`src/rtl/vga_timing_gen.sv`:
```
// Parametrised VGA raster timing generator: pixel strobe, h/v counters, sync/blank
// with a pixel-tick delay line for DAC pipeline compensation, plus enable/hold and restart.
module vga_timing_gen #(
    parameter  int CLK_DIV  = 4,
    parameter  int H_ACTIVE = 640,
    parameter  int H_FP     = 16,
    parameter  int H_SYNC   = 96,
    parameter  int H_BP     = 48,
    parameter  int V_ACTIVE = 480,
    parameter  int V_FP     = 10,
    parameter  int V_SYNC   = 2,
    parameter  int V_BP     = 33,
    parameter  int HS_POL   = 0,
    parameter  int VS_POL   = 0,
    parameter  int PIPE_DLY = 2,
    localparam int H_TOT    = H_ACTIVE + H_FP + H_SYNC + H_BP,
    localparam int V_TOT    = V_ACTIVE + V_FP + V_SYNC + V_BP,
    localparam int HW       = $clog2(H_TOT),
    localparam int VW       = $clog2(V_TOT)
) (
    input  logic          clk,
    input  logic          n_rst,
    input  logic          en,
    input  logic          restart,
    output logic          pix_tick,
    output logic          h_sync,
    output logic          v_sync,
    output logic          n_blank,
    output logic          n_sync,
    output logic [HW-1:0] hPix,
    output logic [VW-1:0] vPix,
    output logic          active,
    output logic          line_end,
    output logic          frame_end
);

    localparam int DW = (CLK_DIV > 1) ? $clog2(CLK_DIV) : 1;
    localparam int DN = (PIPE_DLY > 0) ? PIPE_DLY : 1;
    localparam logic [DW-1:0] DIV_LAST = DW'(CLK_DIV - 1);
    localparam logic [HW-1:0] H_LAST   = HW'(H_TOT - 1);
    localparam logic [VW-1:0] V_LAST   = VW'(V_TOT - 1);
    localparam int HS_BEG = H_ACTIVE + H_FP;
    localparam int HS_END = HS_BEG + H_SYNC;
    localparam int VS_BEG = V_ACTIVE + V_FP;
    localparam int VS_END = VS_BEG + V_SYNC;
    localparam logic HS_ON = 1'(HS_POL);
    localparam logic VS_ON = 1'(VS_POL);

    typedef struct packed {
        logic hs;
        logic vs;
        logic act;
    } raster_t;

    logic [DW-1:0] div_q, div_d;
    logic [HW-1:0] h_q, h_d;
    logic [VW-1:0] v_q, v_d;
    logic          run_q;
    logic          tick, advance, h_wrap;
    raster_t       raw, dly;

    // run_q keeps every output at its idle value until the first clock after reset,
    // even though the counters already sit at the visible position (0,0).
    assign tick    = en & run_q & (div_q == DIV_LAST);
    assign advance = tick & ~restart;
    assign h_wrap  = (h_q == H_LAST);

    always_comb begin
        // NOTE: every output of this block is defaulted first, so no branch can infer a latch.
        div_d = div_q;
        h_d   = h_q;
        v_d   = v_q;
        if (restart) begin
            div_d = '0;
            h_d   = '0;
            v_d   = '0;
        end else if (tick) begin
            div_d = '0;
            h_d   = h_wrap ? '0 : h_q + 1'b1;
            if (h_wrap) v_d = (v_q == V_LAST) ? '0 : v_q + 1'b1;
        end else if (en && run_q) begin
            div_d = div_q + 1'b1;
        end
    end

    always_ff @(posedge clk or negedge n_rst) begin
        // NOTE: state is updated with non-blocking assignments so every flop samples pre-edge values.
        if (!n_rst) begin
            run_q <= 1'b0;
            div_q <= '0;
            h_q   <= '0;
            v_q   <= '0;
        end else begin
            run_q <= 1'b1;
            div_q <= div_d;
            h_q   <= h_d;
            v_q   <= v_d;
        end
    end

    always_comb begin
        raw.act = run_q & (32'(h_q) < H_ACTIVE) & (32'(v_q) < V_ACTIVE);
        raw.hs  = run_q & (32'(h_q) >= HS_BEG) & (32'(h_q) < HS_END);
        raw.vs  = run_q & (32'(v_q) >= VS_BEG) & (32'(v_q) < VS_END);
    end

    generate
        if (PIPE_DLY == 0) begin : g_pass
            assign dly = raw;
        end else begin : g_pipe
            raster_t stage_q [DN];
            always_ff @(posedge clk or negedge n_rst) begin
                // NOTE: the stages are reset so sync and blank show idle levels for the first ticks.
                if (!n_rst) begin
                    for (int i = 0; i < DN; i++) stage_q[i] <= '0;
                end else if (advance) begin
                    stage_q[0] <= raw;
                    for (int i = 1; i < DN; i++) stage_q[i] <= stage_q[i-1];
                end
            end
            assign dly = stage_q[DN-1];
        end
    endgenerate

    assign pix_tick  = tick;
    assign line_end  = tick & h_wrap;
    assign frame_end = tick & h_wrap & (v_q == V_LAST);
    assign active    = raw.act;
    assign hPix      = raw.act ? h_q : '1;
    assign vPix      = raw.act ? v_q : '1;
    assign h_sync    = dly.hs ? HS_ON : ~HS_ON;
    assign v_sync    = dly.vs ? VS_ON : ~VS_ON;
    assign n_blank   = dly.act & en;
    assign n_sync    = 1'b0;

endmodule

```
`config.mk`:
```
export PLATFORM = sky130hd
export DESIGN_NAME = vga_timing_gen
export DESIGN_NICKNAME = d
export VERILOG_FILES = /design/src/rtl/vga_timing_gen.sv
export SDC_FILE = /design/constraint.sdc
export NUM_CORES = 1
export LEC_CHECK = 0
export ABC_CLOCK_PERIOD_IN_PS = 2500
export BUFFER_PORTS_ARGS = -buffer_cell sky130_fd_sc_hd__buf_2
export CELL_PAD_IN_SITES_DETAIL_PLACEMENT = 0
export CELL_PAD_IN_SITES_GLOBAL_PLACEMENT = 1
export CORE_UTILIZATION = 41
export DETAILED_ROUTE_END_ITERATION = 10
export GPL_TIMING_DRIVEN = 0
export MAX_ROUTING_LAYER = met4
export PLACE_DENSITY_LB_ADDON = 0.25
export SYNTH_ARGS = -nofsm -noshare
export SYNTH_HDL_FRONTEND = slang
export SYNTH_SLANG_ARGS = --single-unit
```
`constraint.sdc`:
```
create_clock -name clk -period 2.5 [get_ports clk]
set_input_delay 0.25 -clock clk [delete_from_list [all_inputs] [get_ports clk]]
set_output_delay 0.25 -clock clk [all_outputs]
set_load 0.05 [all_outputs]
```
-- Word level (Yosys, flattened, before mapping)
Index checks and enable logic that the tools add are counted.
- bits in registers: 29
- bits of input ports: 4
- logic and storage cells: 54
- $add $sub $neg: 3
- order comparisons: 6
- eq/ne operators: 3
- muxes and demuxes: 14
- bitwise operators: 13
- reduce and logical (&&, ||, !) cells: 5
- operator list (cell ; count):
    $mux 10 ; 9
    $add 10x1->10 const B ; 2
    $eq 10x10->1 const B ; 2
    $lt 10x10->1 const B ; 2
    $lt 10x9->1 const B ; 2
    $and 1x1->1 ; 12
    $ge 10x10->1 const B ; 1
    $ge 10x9->1 const B ; 1
    $mux 2 ; 3
    $reduce_bool 2->1 ; 2
    $reduce_bool 3->1 ; 1
    $add 2x1->2 const B ; 1
    $eq 2x2->1 const B ; 1
    $mux 1 ; 2
    $reduce_and 2->1 ; 1
    $logic_and 1x1->1 ; 1
    $not 1->1 ; 1

-- Depth between registers and ports, before layout
Gate-level depths: netlist (run 1).
- depth in word-level cells: 5
- mapped depth: 6
- depth with buffers taken out: 6

-- Least setup slack after synthesis (run 1)
Ideal clock, no wire load.
- path type: register to output
- start: register h_q[0]
- end: output port frame_end
- arrival: 2.041 ns
- setup slack: 0.209 ns
- stages on the path, launching flop included: 6
- path buffers: 1
- path through: dfrtp_1 ha_1 nand4_2 or4_4 buf_6 nor2_1
- longest elaborated chain between the ends: 3
- ends and longest elaborated chain (what ; line ; RTL):
    start, declared ; 56 ; logic [HW-1:0] h_q, h_d;
    start signal, assigned ; 91 ; h_q <= '0;
    start signal, assigned ; 96 ; h_q <= h_d;
    $eq 10x10->1 ; 66 ; assign h_wrap = (h_q == H_LAST);
    $and 1x1->1 (2 in series) ; 127 ; assign frame_end = tick & h_wrap & (v_q == V_LAST);
    end, declared ; 34 ; output logic frame_end
Every way passes these cells.

-- Worst setup path after layout (run 1)
- start: register v_q[1]
- end: output port frame_end
- longest elaborated chain between the ends: 2
- ends and longest elaborated chain (what ; line ; RTL):
    start, declared ; 57 ; logic [VW-1:0] v_q, v_d;
    start signal, assigned ; 97 ; v_q <= v_d;
    $eq 10x10->1 ; 127 ;
    $and 1x1->1 ; 127 ;
Every way passes these cells.

==> impl_metrics.py, run 1 <==
metrics = {
    "run_status": {
        "outcome": "finished, violations left",
        "violations": "negative hold slack",
    },
    "logic_synthesis": {
        "synth_cell_type_count": 45,
        "yosysTopAreaCell": "dfrtp_1",
        "synth_edf_count": 0,
        "ys_warn_count": 0,
        "synthArstFlopShare": 1.00,
        "syn_area_um2": 1760,
        "ys_seq_elements": 29,
        "synth_cells": 201,
        "syn_nets": 210,
        "seq_area_frac_synth": 0.412,
        "yosys.area.top_type_share": 0.412,
        "avgSynthCellArea_um2": 8.76,
        "synth_ff_type": "dfrtp_1",
        "synth_area_leaders": "dfrtp_1 41%, nand2_1 6.0%, or2_2 4.3%, ha_1 3.6%, a21oi_1 2.8%",
    },
    "worst_hold_path": {
        "hp-class": "in2async",
    },
    "routing": {
        "avgRoutedWirePerCell_um": 13.5,
        "vias": 1507,
        "drt_iter0_drc": 97,
        "wl_mm": 3.89,
        "antenna_left": 0,
        "drc": 0,
        "vias_per_cell": 5.21,
        "firstDrtPassIters": 4,
    },
    "worst_setup_path": {
        "startpoint_type": "flop",
        "crit_path_end_kind": "output pin",
        "cp.required_ps": 2250,
        "critPathKind": "reg2out",
        "worstPathArrival_ps": 2100,
        "worstPathMaxFanout": 7,
        "r2r_cells": 6,
    },
    "grt": {
        "grt_remaining_overflow": 0,
        "track_usage": 0.205,
        "grt_use_met2": 0.283,
        "grt-busiest-layer": "met1",
        "antenna_found_initial": 0,
        "grt_max_degree": 30,
        "first_global_vias": 1318,
        "met3_usage": 0.0507,
        "grt_first_pass_wirelength_mm": 6.58,
        "met1_usage": 0.288,
    },
    "timing": {
        "hold_viol": 10,
        "fmax_mhz": 425,
        "rsz0062_at_grt": "false",
        "slew_headroom": 0.559,
        "finalClockSkew_ps": 2.69,
        "worstMarginPinSlew_ps": 661,
        "finalCriticalPeriod_ps": 2350,
        "setup_viol": 0,
        "whs_ps": -5.01,
        "fin_ws_ps": 146,
        "drv_slew": 0,
        "setup_tns_ps": 0,
        "fin_crit_sh": 0.942,
    },
    "clocking": {
        "clkLatencyLatePin_ps": 280,
        "cts_sinks": 29,
        "clockBufferDepth": 2,
        "cts_tree": "built",
        "cts_setup_buffers": 0,
        "cts_buffers": 5,
        "cts.hold.buffers_added": 0,
        "htreeDepth": 2,
        "clock-root-buffer": "clkbuf_8",
        "clkTransAtPathRegs_ps": 60,
    },
    "floorplan": {
        "die_w_um": 67.5,
        "coreArea_um2": 4060,
        "start_util": 0.434,
        "ioPinCount": 32,
        "dieArea_um2": 4560,
        "die_y_um": 67.5,
        "rows": 23,
    },
    "place": {
        "dp_hpwl_mm": 2.72,
        "io_buffers": 30,
        "place_worst_setup_slack_ps": 322,
        "placed_cell_area_um2": 1970,
        "gp_congestion": 0.788,
    },
    "power": {
        "p_leak_nw": 0.983,
        "power_per_cell_area_nw_per_um2": 512,
        "ir_worst_vdd_uv": 289,
    },
    "layout": {
        "layout.nets": 247,
        "final_cell_mix": "30 x buf_2, 28 x nand2_1, 28 x dfrtp_1",
        "postLayoutCoreUtil": 0.512,
        "layout-drive-gt1-share": 0.255,
        "diodes": 0,
        "area_growth_pct": 18.1,
        "final_area_um2": 2080,
        "fillers": 415,
        "final_common_cell": "buf_2",
    },
    "flow_run": {
        "maxCapViolCount": 0,
    },
}
-- worst max-delay path, cell delays in order (launching register included) --
cell	delay, ps
dfrtp_1	400
inv_1	120
ha_1	190
nor4b_1	310
nand4_1	370
nor2_1	180
clkbuf_4	250
-- logic make-up (layout without fill, tap and decap cells) --
| kind of cell | after synthesis | after routing | synth area share |
|---|---|---|---|
| simple gates | 105 | 105 | 0.338 |
| compound gates | 31 | 31 | 0.109 |
| flops | 29 | 29 | 0.412 |
| buf+inv | 20 | 58 | 0.0497 |
| fa+ha+maj | 5 | 5 | 0.0355 |
| mux | 5 | 5 | 0.0306 |
| xor+xnor | 4 | 4 | 0.0199 |
| other cells | 2 | 2 | 0.00427 |
-- metal layers --
layer	wire length (um)	share of wire
met1	2010	0.52
met2	1610	0.41
met3	212	0.054
met4	57	0.015
met5	0	0
-- cells in the mapped netlist (all sizes together), types with 2 or more instances --
library cell and count:
o31ai 3, nor2 9, mux2 3, o211ai 2
nand3 10, ha 5, and2 4, and4 2
nand4 9, clkbuf 5, o21ai 8, inv 12
nand4b 2, or2 12, conb 2, or4 2
nor4b 2, nand2 28, nor2b 4, nand3b 5
dfrtp 29, nand2b 7, a21oi 10, mux2i 2
nor3 3, buf 3, and3 3, xor2 4
-- power breakdown --
| group | internal (mW) | leakage, nW | switching [mW] | total (mW) |
|---|---|---|---|---|
| sequential | 0.476 | 0.390 | 0.00633 | 0.482 |
| combinational | 0.0348 | 0.538 | 0.116 | 0.151 |
| clock | 0.248 | 0.0542 | 0.182 | 0.431 |
| total | 0.759 | 0.983 | 0.305 | 1.06 |
-- registers in the layout (all words and copies together) (netlist names) --
name	count
h_q	10
v_q	10
dly	3
g_pipe.stage_q	3
div_q	2
run_q	1
-- layout make-up --
cell class,instances,area [um2],area share
buffer,8,42.5,0.0205
clock buffer,7,96.3,0.0464
clock inverter,1,5.00,0.00241
inverter,12,45.0,0.0217
multi-input combinational,152,947,0.456
sequential,29,727,0.350
tap,50,62.6,0.0301
timing repair buffer,30,153,0.0734
-- repair_timing --
action,in CTS,in global routing
hold endpoints to repair,0,0
endpoints found under the setup margin,0,1
gates resized for setup,0,2
-- final timing paths --
path | slack [ps] | start | endpoint
worst max-delay path | 150 | v_q[1]$_DFFE_PN0P_ | frame_end
worst min-delay path | -5 | n_rst | v_q[6]$_DFFE_PN0P_
worst max register to register | 320 | h_q[1]$_DFFE_PN0P_ | v_q[8]$_DFFE_PN0P_
worst min register to register | 470 | g_pipe.stage_q[3]$_DFFE_PN0P_ | dly[0]$_DFFE_PN0P_
max in group asynchronous | 2040 | n_rst | h_q[0]$_DFFE_PN0P_
min in group clk | 270 | en | div_q[1]$_DFFE_PN0P_
-- metrics by stage --
stage	power, mW	hold WS (ps)	std cells
3_3_place_gp	0.644	330	281
6_report	1.06	-5.01	289
2_1_floorplan	0.603	-45.6	201
4_1_cts	1.08	26.2	289
5_1_grt	1.11	51.7	289
3_5_place_dp	0.644	332	281
Power figures use the tool's default switching activity.
==> run 2, diff against run 1 <==
--- a/config.mk
+++ b/config.mk
@@ -5,11 +5,14 @@
 export SDC_FILE = /design/constraint.sdc
 export NUM_CORES = 1
 export LEC_CHECK = 0
+export ABC_AREA = 1
 export ABC_CLOCK_PERIOD_IN_PS = 2500
 export BUFFER_PORTS_ARGS = -buffer_cell sky130_fd_sc_hd__buf_2
+export CAP_MARGIN = 20
 export CELL_PAD_IN_SITES_DETAIL_PLACEMENT = 0
 export CELL_PAD_IN_SITES_GLOBAL_PLACEMENT = 1
-export CORE_UTILIZATION = 41
+export CORE_UTILIZATION = 40
+export CTS_CLUSTER_DIAMETER = 80
 export DETAILED_ROUTE_END_ITERATION = 10
 export GPL_TIMING_DRIVEN = 0
 export MAX_ROUTING_LAYER = met4
==> impl_metrics.py, run 2 <==
metrics = {
    "clocking": {
        "cts_tree": "built",
        "cts_setup_buffers": 0,
        "htreeDepth": 2,
        "clkLatencyLatePin_ps": 280,
        "clockBufferDepth": 2,
        "cts.hold.buffers_added": 0,
        "post_cts_resized": 0,
        "cts_sinks": 29,
        "clkTransAtPathRegs_ps": 70,
        "cts_buffers": 5,
        "clock-root-buffer": "clkbuf_8",
    },
    "timing": {
        "finalClockSkew_ps": 7.74,
        "drv_slew": 0,
        "worstMarginPinSlew_ps": 679,
        "hold_viol": 0,
        "fin_ws_ps": 434,
        "slew_headroom": 0.547,
        "whs_ps": 7.81,
        "rsz0062_at_grt": "false",
        "setup_tns_ps": 0,
        "fmax_mhz": 484,
        "finalCriticalPeriod_ps": 2070,
        "fin_crit_sh": 0.826,
        "setup_viol": 0,
    },
    "routing": {
        "vias": 1638,
        "drc": 0,
        "firstDrtPassIters": 4,
        "avgRoutedWirePerCell_um": 12.9,
        "drt_iter0_drc": 116,
        "vias_per_cell": 4.96,
        "antenna_left": 0,
        "wl_mm": 4.27,
    },
    "place": {
        "io_buffers": 30,
        "placed_cell_area_um2": 2040,
        "place_worst_setup_slack_ps": 722,
        "dp_hpwl_mm": 3.13,
        "gp_congestion": 0.845,
    },
    "logic_synthesis": {
        "synth_cell_type_count": 31,
        "ys_warn_count": 0,
        "avgSynthCellArea_um2": 7.59,
        "ys_seq_elements": 29,
        "synth_edf_count": 0,
        "yosysMostFrequentCell": "nand2_1",
        "yosysTopAreaCell": "dfrtp_1",
        "syn_area_um2": 1820,
        "synth_area_leaders": "dfrtp_1 40%, nand2_1 14%, inv_1 5.6%, nand3_1 4.9%, o21ai_0 3.8%",
        "synth_cells": 240,
        "seq_area_frac_synth": 0.398,
        "syn_nets": 249,
        "yosys.area.top_type_share": 0.398,
        "synthArstFlopShare": 1.00,
        "synth_ff_type": "dfrtp_1",
        "yosys-top-cells-count": "66 x nand2_1, 29 x dfrtp_1, 27 x inv_1",
    },
    "worst_setup_path": {
        "critPathKind": "reg2out",
        "ff2ff_setup_slack_ps": 950,
        "cp_cell_sequence": "nand2_1 -> nor2_4 -> nor3_2 -> o211ai_2 -> inv_4 -> buf_8 -> buf_2",
        "worstPathArrival_ps": 1820,
        "worstPathMaxFanout": 10,
        "cp.required_ps": 2250,
        "cp_slowest_cell": "dfrtp_1",
        "critPathMaxStageDelay_ps": 440,
        "startpoint_type": "flop",
        "crit_path_end_kind": "output pin",
    },
    "layout": {
        "layout.nets": 286,
        "diodes": 0,
        "reg_top3": "h_q: 10 flops, v_q: 10 flops",
        "layout-drive-gt1-share": 0.245,
        "area_growth_pct": 18.2,
        "final_cell_mix": "66 x nand2_1, 30 x buf_2, 29 x dfrtp_1",
        "fillers": 456,
        "final_common_cell": "nand2_1",
        "final_area_um2": 2150,
    },
    "worst_hold_path": {
        "hp-class": "in2async",
    },
    "grt": {
        "first_global_vias": 1437,
        "track_usage": 0.197,
        "grt_max_degree": 30,
        "antenna_found_initial": 0,
        "grt_first_pass_wirelength_mm": 7.26,
        "grt_remaining_overflow": 0,
    },
    "power": {
        "power_per_cell_area_nw_per_um2": 528,
        "p_leak_nw": 1.09,
        "ir_worst_vdd_uv": 283,
    },
    "floorplan": {
        "dieArea_um2": 4830,
        "coreArea_um2": 4350,
        "die_y_um": 69.5,
        "rows": 24,
        "die_w_um": 69.5,
        "ioPinCount": 32,
        "start_util": 0.418,
    },
    "flow_run": {
        "maxCapViolCount": 0,
    },
    "run_status": {
        "outcome": "finished, final reports clean",
    },
}
-- run 2: changes by cell type after synthesis, sizes merged, moves of 6 or more --
cell and delta:
a21oi -7, inv +23, nand2 +46, nor2 +14, nand2b -7, nand3 +9
or2 -11, o21ai +8, o22ai +6
-- run 2: per-layer routing --
layer  global-route usage  vias to the layer above  part of all wire
li1                     -                      848                 -
met1                0.281                      758              0.52
met2                0.280                       30              0.44
met3               0.0451                        2             0.037
met4               0.0544                        0            0.0054
met5                    -                        -                 0
-- run 2: kinds of logic after synthesis --
group	share of synthesized area
adders and majority gates	0.0343
other	0.00412
DFF	0.398
AOI/OAI and AO/OA	0.0872
and+or+nand+nor	0.351
buffers and inverters	0.0913
xor gates and xnor gates	0.0337
-- run 2: final cells by class --
class	instances	area, um2	area share
Multi-Input combinational cell	173	930	0.432
Tap cell	52	65.1	0.0302
Buffer	3	27.5	0.0128
Timing Repair Buffer	30	150	0.0697
Clock buffer	7	86.3	0.0401
Sequential cell	29	726	0.337
Inverter	35	139	0.0645
Clock inverter	1	30.0	0.0139
-- run 2: final timing paths --
check	start	to	cells past startpoint
worst min-delay path	n_rst	h_q[2]$_DFFE_PN0P_	1
min in group clk	restart	div_q[1]$_DFFE_PN0P_	2
max in group asynchronous	n_rst	v_q[9]$_DFFE_PN0P_	1
worst max register to register	h_q[1]$_DFFE_PN0P_	v_q[0]$_DFFE_PN0P_	8
worst max-delay path	v_q[7]$_DFFE_PN0P_	active	7
worst min register to register	g_pipe.stage_q[3]$_DFFE_PN0P_	dly[0]$_DFFE_PN0P_	2
-- run 2: worst max-delay path, delay by kind of cell (launching register included) --
kind            cells  cell delay [ps]
flops               1              440
compound gates      1              180
buf+inv             3              580
simple gates        3              340
-- run 2: through the flow --
| stage | cells | power (mW) | utilization |
|---|---|---|---|
| 3_3_place_gp | 322 | 0.637 | 0.468 |
| 6_report | 330 | 1.14 | 0.495 |
| 2_1_floorplan | 240 | 0.595 | - |
| 4_1_cts | 330 | 1.16 | 0.495 |
| 3_5_place_dp | 322 | 0.639 | 0.468 |
| 5_1_grt | 330 | 1.19 | 0.495 |
-- run 2: report_power, final --
group | total [mW] | switching, mW | internal (mW)
combinational | 0.150 | 0.122 | 0.0284
clock | 0.509 | 0.184 | 0.325
sequential | 0.478 | 0.00305 | 0.475
total | 1.14 | 0.309 | 0.828
